### config.mk
export PLATFORM = sky130hd
export DESIGN_NAME = fpu_op_dispatcher
export DESIGN_NICKNAME = d
export VERILOG_FILES = /design/src/rtl/fpu_op_dispatcher.sv
export SDC_FILE = /design/constraint.sdc
export NUM_CORES = 1
export LEC_CHECK = 0
export ABC_AREA = 1
export CORE_UTILIZATION = 41
export CTS_CLUSTER_SIZE = 25
export DETAILED_ROUTE_END_ITERATION = 7
export GPL_TIMING_DRIVEN = 0
export PLACE_DENSITY_LB_ADDON = 0.08
export RECOVER_POWER = 100
export SLEW_MARGIN = 0
export SYNTH_ARGS = -nofsm -noshare
export SYNTH_HDL_FRONTEND = slang
export SYNTH_SLANG_ARGS = --single-unit
### constraint.sdc
create_clock -name clk -period 2.85 [get_ports clk]
set_input_delay 0.7125 -clock clk [delete_from_list [all_inputs] [get_ports clk]]
set_output_delay 0.7125 -clock clk [all_outputs]
set_load 0.01 [all_outputs]
### src/rtl/fpu_op_dispatcher.sv
// -----------------------------------------------------------------------------
// fpu_op_dispatcher
//   Front end of the FPU datapath. Accepts one FP operation request per
//   handshake, latches operands and op select, pulses a one-cycle start strobe
//   to the add/sub, mul or div unit, waits for that unit's done (bounded by a
//   timeout), then presents a response until the consumer accepts it.
//
// Ports:
//   clk, rst                 rising-edge clock, asynchronous active-high reset
//   i_req_valid/o_req_ready  request handshake
//   i_req_sel                op select: 00 add, 01 sub, 10 mul, 11 div
//   i_req_a, i_req_b         operands
//   o_op_a, o_op_b           latched operands to all units
//   o_op_sub                 latched op is subtract
//   o_sel                    latched op select, to the result selector
//   o_start_add_sub/mul/div  one-cycle start strobes
//   i_done_add_sub           completion from the add/sub/mul path
//   i_done_div               completion from the div unit
//   o_busy                   operation in flight
//   o_resp_valid/i_resp_ready response handshake
//   o_resp_timeout           qualifies o_resp_valid: operation aborted
// -----------------------------------------------------------------------------
module fpu_op_dispatcher #(
  parameter int DATA_W         = 32,
  parameter int TIMEOUT_CYCLES = 64,
  parameter int CNT_W          = 7
) (
  input  logic              clk,
  input  logic              rst,
  input  logic              i_req_valid,
  output logic              o_req_ready,
  input  logic [1:0]        i_req_sel,
  input  logic [DATA_W-1:0] i_req_a,
  input  logic [DATA_W-1:0] i_req_b,
  output logic [DATA_W-1:0] o_op_a,
  output logic [DATA_W-1:0] o_op_b,
  output logic              o_op_sub,
  output logic [1:0]        o_sel,
  output logic              o_start_add_sub,
  output logic              o_start_mul,
  output logic              o_start_div,
  input  logic              i_done_add_sub,
  input  logic              i_done_div,
  output logic              o_busy,
  output logic              o_resp_valid,
  input  logic              i_resp_ready,
  output logic              o_resp_timeout
);

  typedef enum logic [1:0] {
    S_IDLE  = 2'd0,
    S_ISSUE = 2'd1,
    S_WAIT  = 2'd2,
    S_RESP  = 2'd3
  } state_t;

  state_t            r_state;
  state_t            w_next;
  logic [DATA_W-1:0] r_op_a;
  logic [DATA_W-1:0] r_op_b;
  logic [1:0]        r_sel;
  logic              r_op_sub;
  logic [CNT_W-1:0]  r_cnt;
  logic              r_timeout;
  logic              w_done;
  logic              w_timeout;

  // Only the unit that was started can complete the operation.
  assign w_done    = (r_sel == 2'b11) ? i_done_div : i_done_add_sub;
  assign w_timeout = (r_cnt == CNT_W'(TIMEOUT_CYCLES - 1));

  // State register.
  // NOTE: sequential state uses non-blocking assignments so every flop
  // samples the pre-edge values regardless of process ordering.
  always_ff @(posedge clk or posedge rst) begin
    if (rst) r_state <= S_IDLE;
    else     r_state <= w_next;
  end

  // Next-state logic.
  // NOTE: every combinational output gets a default first, so no path leaves
  // it unassigned and no latch is inferred.
  always_comb begin
    w_next = r_state;
    case (r_state)
      S_IDLE:  if (i_req_valid)          w_next = S_ISSUE;
      S_ISSUE:                           w_next = S_WAIT;
      // Completion and timeout both leave WAIT; the flag records which.
      S_WAIT:  if (w_done || w_timeout)  w_next = S_RESP;
      S_RESP:  if (i_resp_ready)         w_next = S_IDLE;
      default:                           w_next = S_IDLE;
    endcase
  end

  // Output decode.
  always_comb begin
    o_req_ready     = 1'b0;
    o_busy          = 1'b1;
    o_resp_valid    = 1'b0;
    o_start_add_sub = 1'b0;
    o_start_mul     = 1'b0;
    o_start_div     = 1'b0;
    case (r_state)
      S_IDLE: begin
        o_req_ready = 1'b1;
        o_busy      = 1'b0;
      end
      S_ISSUE: begin
        o_start_add_sub = ~r_sel[1];
        o_start_mul     = (r_sel == 2'b10);
        o_start_div     = (r_sel == 2'b11);
      end
      S_RESP:  o_resp_valid = 1'b1;
      default: ;
    endcase
  end

  // Operand latch, wait counter and timeout flag.
  // Operands and select are deliberately kept after returning to IDLE so the
  // result selector still sees the right sel while the result is consumed.
  // NOTE: only control and operand flops exist here, so all are reset; there
  // is no storage array that would need to be left unreset.
  always_ff @(posedge clk or posedge rst) begin
    if (rst) begin
      r_op_a    <= '0;
      r_op_b    <= '0;
      r_sel     <= 2'b00;
      r_op_sub  <= 1'b0;
      r_cnt     <= '0;
      r_timeout <= 1'b0;
    end else begin
      if (r_state == S_IDLE && i_req_valid) begin
        r_op_a   <= i_req_a;
        r_op_b   <= i_req_b;
        r_sel    <= i_req_sel;
        r_op_sub <= (i_req_sel == 2'b01);
      end

      if (r_state == S_ISSUE)     r_cnt <= '0;
      else if (r_state == S_WAIT) r_cnt <= r_cnt + CNT_W'(1);

      // Completion beats a coincident timeout.
      if (r_state == S_WAIT && (w_done || w_timeout))
        r_timeout <= ~w_done;
      else if (r_state == S_RESP && i_resp_ready)
        r_timeout <= 1'b0;
    end
  end

  assign o_op_a         = r_op_a;
  assign o_op_b         = r_op_b;
  assign o_sel          = r_sel;
  assign o_op_sub       = r_op_sub;
  assign o_resp_timeout = r_timeout;

endmodule
==> results.ini <==
[clocking]
cts.clk_slew.worst_paths_ns = 0.08
cts_inserted_buffers = 9
htree_levels = 3
post-cts-setup-buffers = 0
cts_tree = yes
holdBufCountCts = 0
clock_latency_ns = 0.34
cts_buffer_depth = 2
cts_resized = 0
clock-sinks = 77
root_buffer = clkbuf_8

[yosys]
syn_area_per_cell_um2 = 8.605
ys_async_sr_fraction = 1.000
netlist.area_leader.share = 0.6085
ys_types = 21
syn_area_um2 = 3167
synth_area_leaders = dfrtp_1 61%, nand2_1 26%, ha_1 2.4%, inv_1 1.7%, nand3_1 1.6%
synth_xor_area_frac = 0
synth_warnings = 0
synthMuxAreaShare = 0
seq_area_frac_synth = 0.6085
synth_simple_gate_area_frac = 0.2995
synth_ff_type = dfrtp_1
synth_fa_ha_area_frac = 0.02371
ys_ff_latch = 77
syn_nets = 446
synth_top_family_by_area = simple AND/OR/NAND/NOR gates
yosysTopAreaCell = dfrtp_1
synth_compound_area_frac = 0.01857
synthCells = 368
synth-edff-count = 0

[critical_path]
reg2reg_depth = 8
critPathMaxFanout = 5
critPathLaunchType = flip-flop
critPathRequiredTime_ns = 2.14
end_kind = output pin
critical_path_class = reg2out
arrival_ns = 1.91

[place]
port_buffers = 145
dpl_worst_slack_ns = 0.6502
dp.cells = 613
hpwlAfterDp_mm = 5.725
gp_congestion = 0.8224
placed_cell_area_um2 = 4765

[drt]
vias_per_cell = 4.455
firstDrtPassIters = 4
vias = 2802
antenna_left = 0
drt_iter0_markers = 131
wl_per_cell_um = 12.43
drc = 0
drt-total-wl_mm = 7.818

[sta]
drv_slew = 0
worst_pin_slew_ns = 1.417
fin_crit_ns = 2.618
setup_tns_ns = 0
grt_setup_unrepaired = no
finalCritPeriodShare = 0.9187
hold_violations = 0
maxSlewHeadroom = 0.05451
timing.final.ws_setup_ns = 0.2317
max_freq_mhz = 381.9
hold_ws_ns = 0.4748
clock_skew_ns = 0.009197
finalSetupViolCount = 0

[layout]
utilization = 0.6642
final_cells = 629
final_common_cell = nand2_1
area_delta_synth_final_pct = 54.56
fin_area_um2 = 4895
nNetsFinal = 603
nFillCells = 629
layout-drive-gt1-share = 0.04717
mostFrequentLayoutCells = 221 x nand2_1, 77 x dlygate4sd3_1, 77 x dfrtp_1
n_antenna_cell = 0

[outcome]
outcome = complete, no violations

[grt]
grt_max_degree = 42
grt_use_total = 0.2080
grt_pass1_vias = 2914
grt_pass1_wl_mm = 13.40
gr-total-overflow = 0
antenna_found_initial = 0

[die]
die_area_um2 = 8079
start_util = 0.4297
dieHeight_um = 89.89
core_um2 = 7370
num_rows = 31
ios = 146
die_x_um = 89.89

[power]
peakVddDrop_v = 0.0004578
p_leak_nw = 2.542
power_density_nw_per_um2 = 983.1
power.total_mw = 4.812

[run]
drv_cap = 0

[min_path]
hp-class = reg2reg
hold_depth = 2

-- state kept, by name, summed over array words and instances, names as in the netlist --
register	flops
o_op_sub	1
r_state	2
o_sel	2
o_op_a	32
o_op_b	32
o_resp_timeout	1
r_cnt	7
-- synth_stat cells (2+ instances only) --
cell type / number
dfrtp_1: 77
a21oi_1: 5
ha_1: 6
buf_6: 4
nor2_1: 9
nand2_1: 220
inv_1: 14
buf_4: 2
nand3_1: 10
clkbuf_1: 3
buf_2: 6
o21ai_0: 3
-- routing by layer --
layer / vias to the layer above / GRT usage / share of wire
met4: 0 / 0.09409 / 0.026
met2: 99 / 0.3423 / 0.47
li1: 1429 / - / -
met5: - / 0 / 0
met1: 1257 / 0.2514 / 0.43
met3: 17 / 0.06430 / 0.078
-- worst max-delay path, cell delays in order (launching register included) --
cell and delay [ns]:
dfrtp_1 0.42, inv_1 0.12, ha_1 0.20, inv_1 0.11, nor2_1 0.10, dlygate4sd3_1 0.61
-- worst paths after layout --
kind,startpoint,endpoint,slack [ns]
min in group asynchronous,rst,o_op_a[31]$_DFFE_PP0P_,1.21
worst min-delay path,o_op_a[12]$_DFFE_PP0P_,o_op_a[12]$_DFFE_PP0P_,0.47
max in group asynchronous,rst,o_op_a[29]$_DFFE_PP0P_,0.76
worst min register to register,o_op_a[12]$_DFFE_PP0P_,o_op_a[12]$_DFFE_PP0P_,0.47
worst max register to register,r_state[0]$_DFFE_PP0P_,o_op_b[17]$_DFFE_PP0P_,0.79
worst max-delay path,r_state[1]$_DFFE_PP0P_,o_start_div,0.23
-- cells by family after synthesis --
| group | Yosys count |
|---|---|
| AOI/OAI and AO/OA | 11 |
| adders and majority gates | 6 |
| buffers and inverters | 30 |
| DFF | 77 |
| and+or+nand+nor | 244 |
-- final cells by class --
cell class                      instances  area, um^2  area share
Timing Repair Buffer                  146        1471      0.3006
Clock buffer                           10       137.6     0.02812
Buffer                                 15       65.06     0.01329
Inverter                               15       56.30     0.01150
Clock inverter                          6       38.79    0.007924
Sequential cell                        77        1927      0.3937
Multi-Input combinational cell        261        1075      0.2196
Tap cell                               99       123.9     0.02531
-- where the power goes --
group | total (mW) | internal (mW) | switching (mW) | leakage [nW]
sequential | 1.86 | 1.59 | 0.271 | 0.965
clock | 0.737 | 0.337 | 0.400 | 0.0880
combinational | 2.22 | 1.07 | 1.14 | 1.49
No activity file was read; power rests on OpenSTA's default activity.
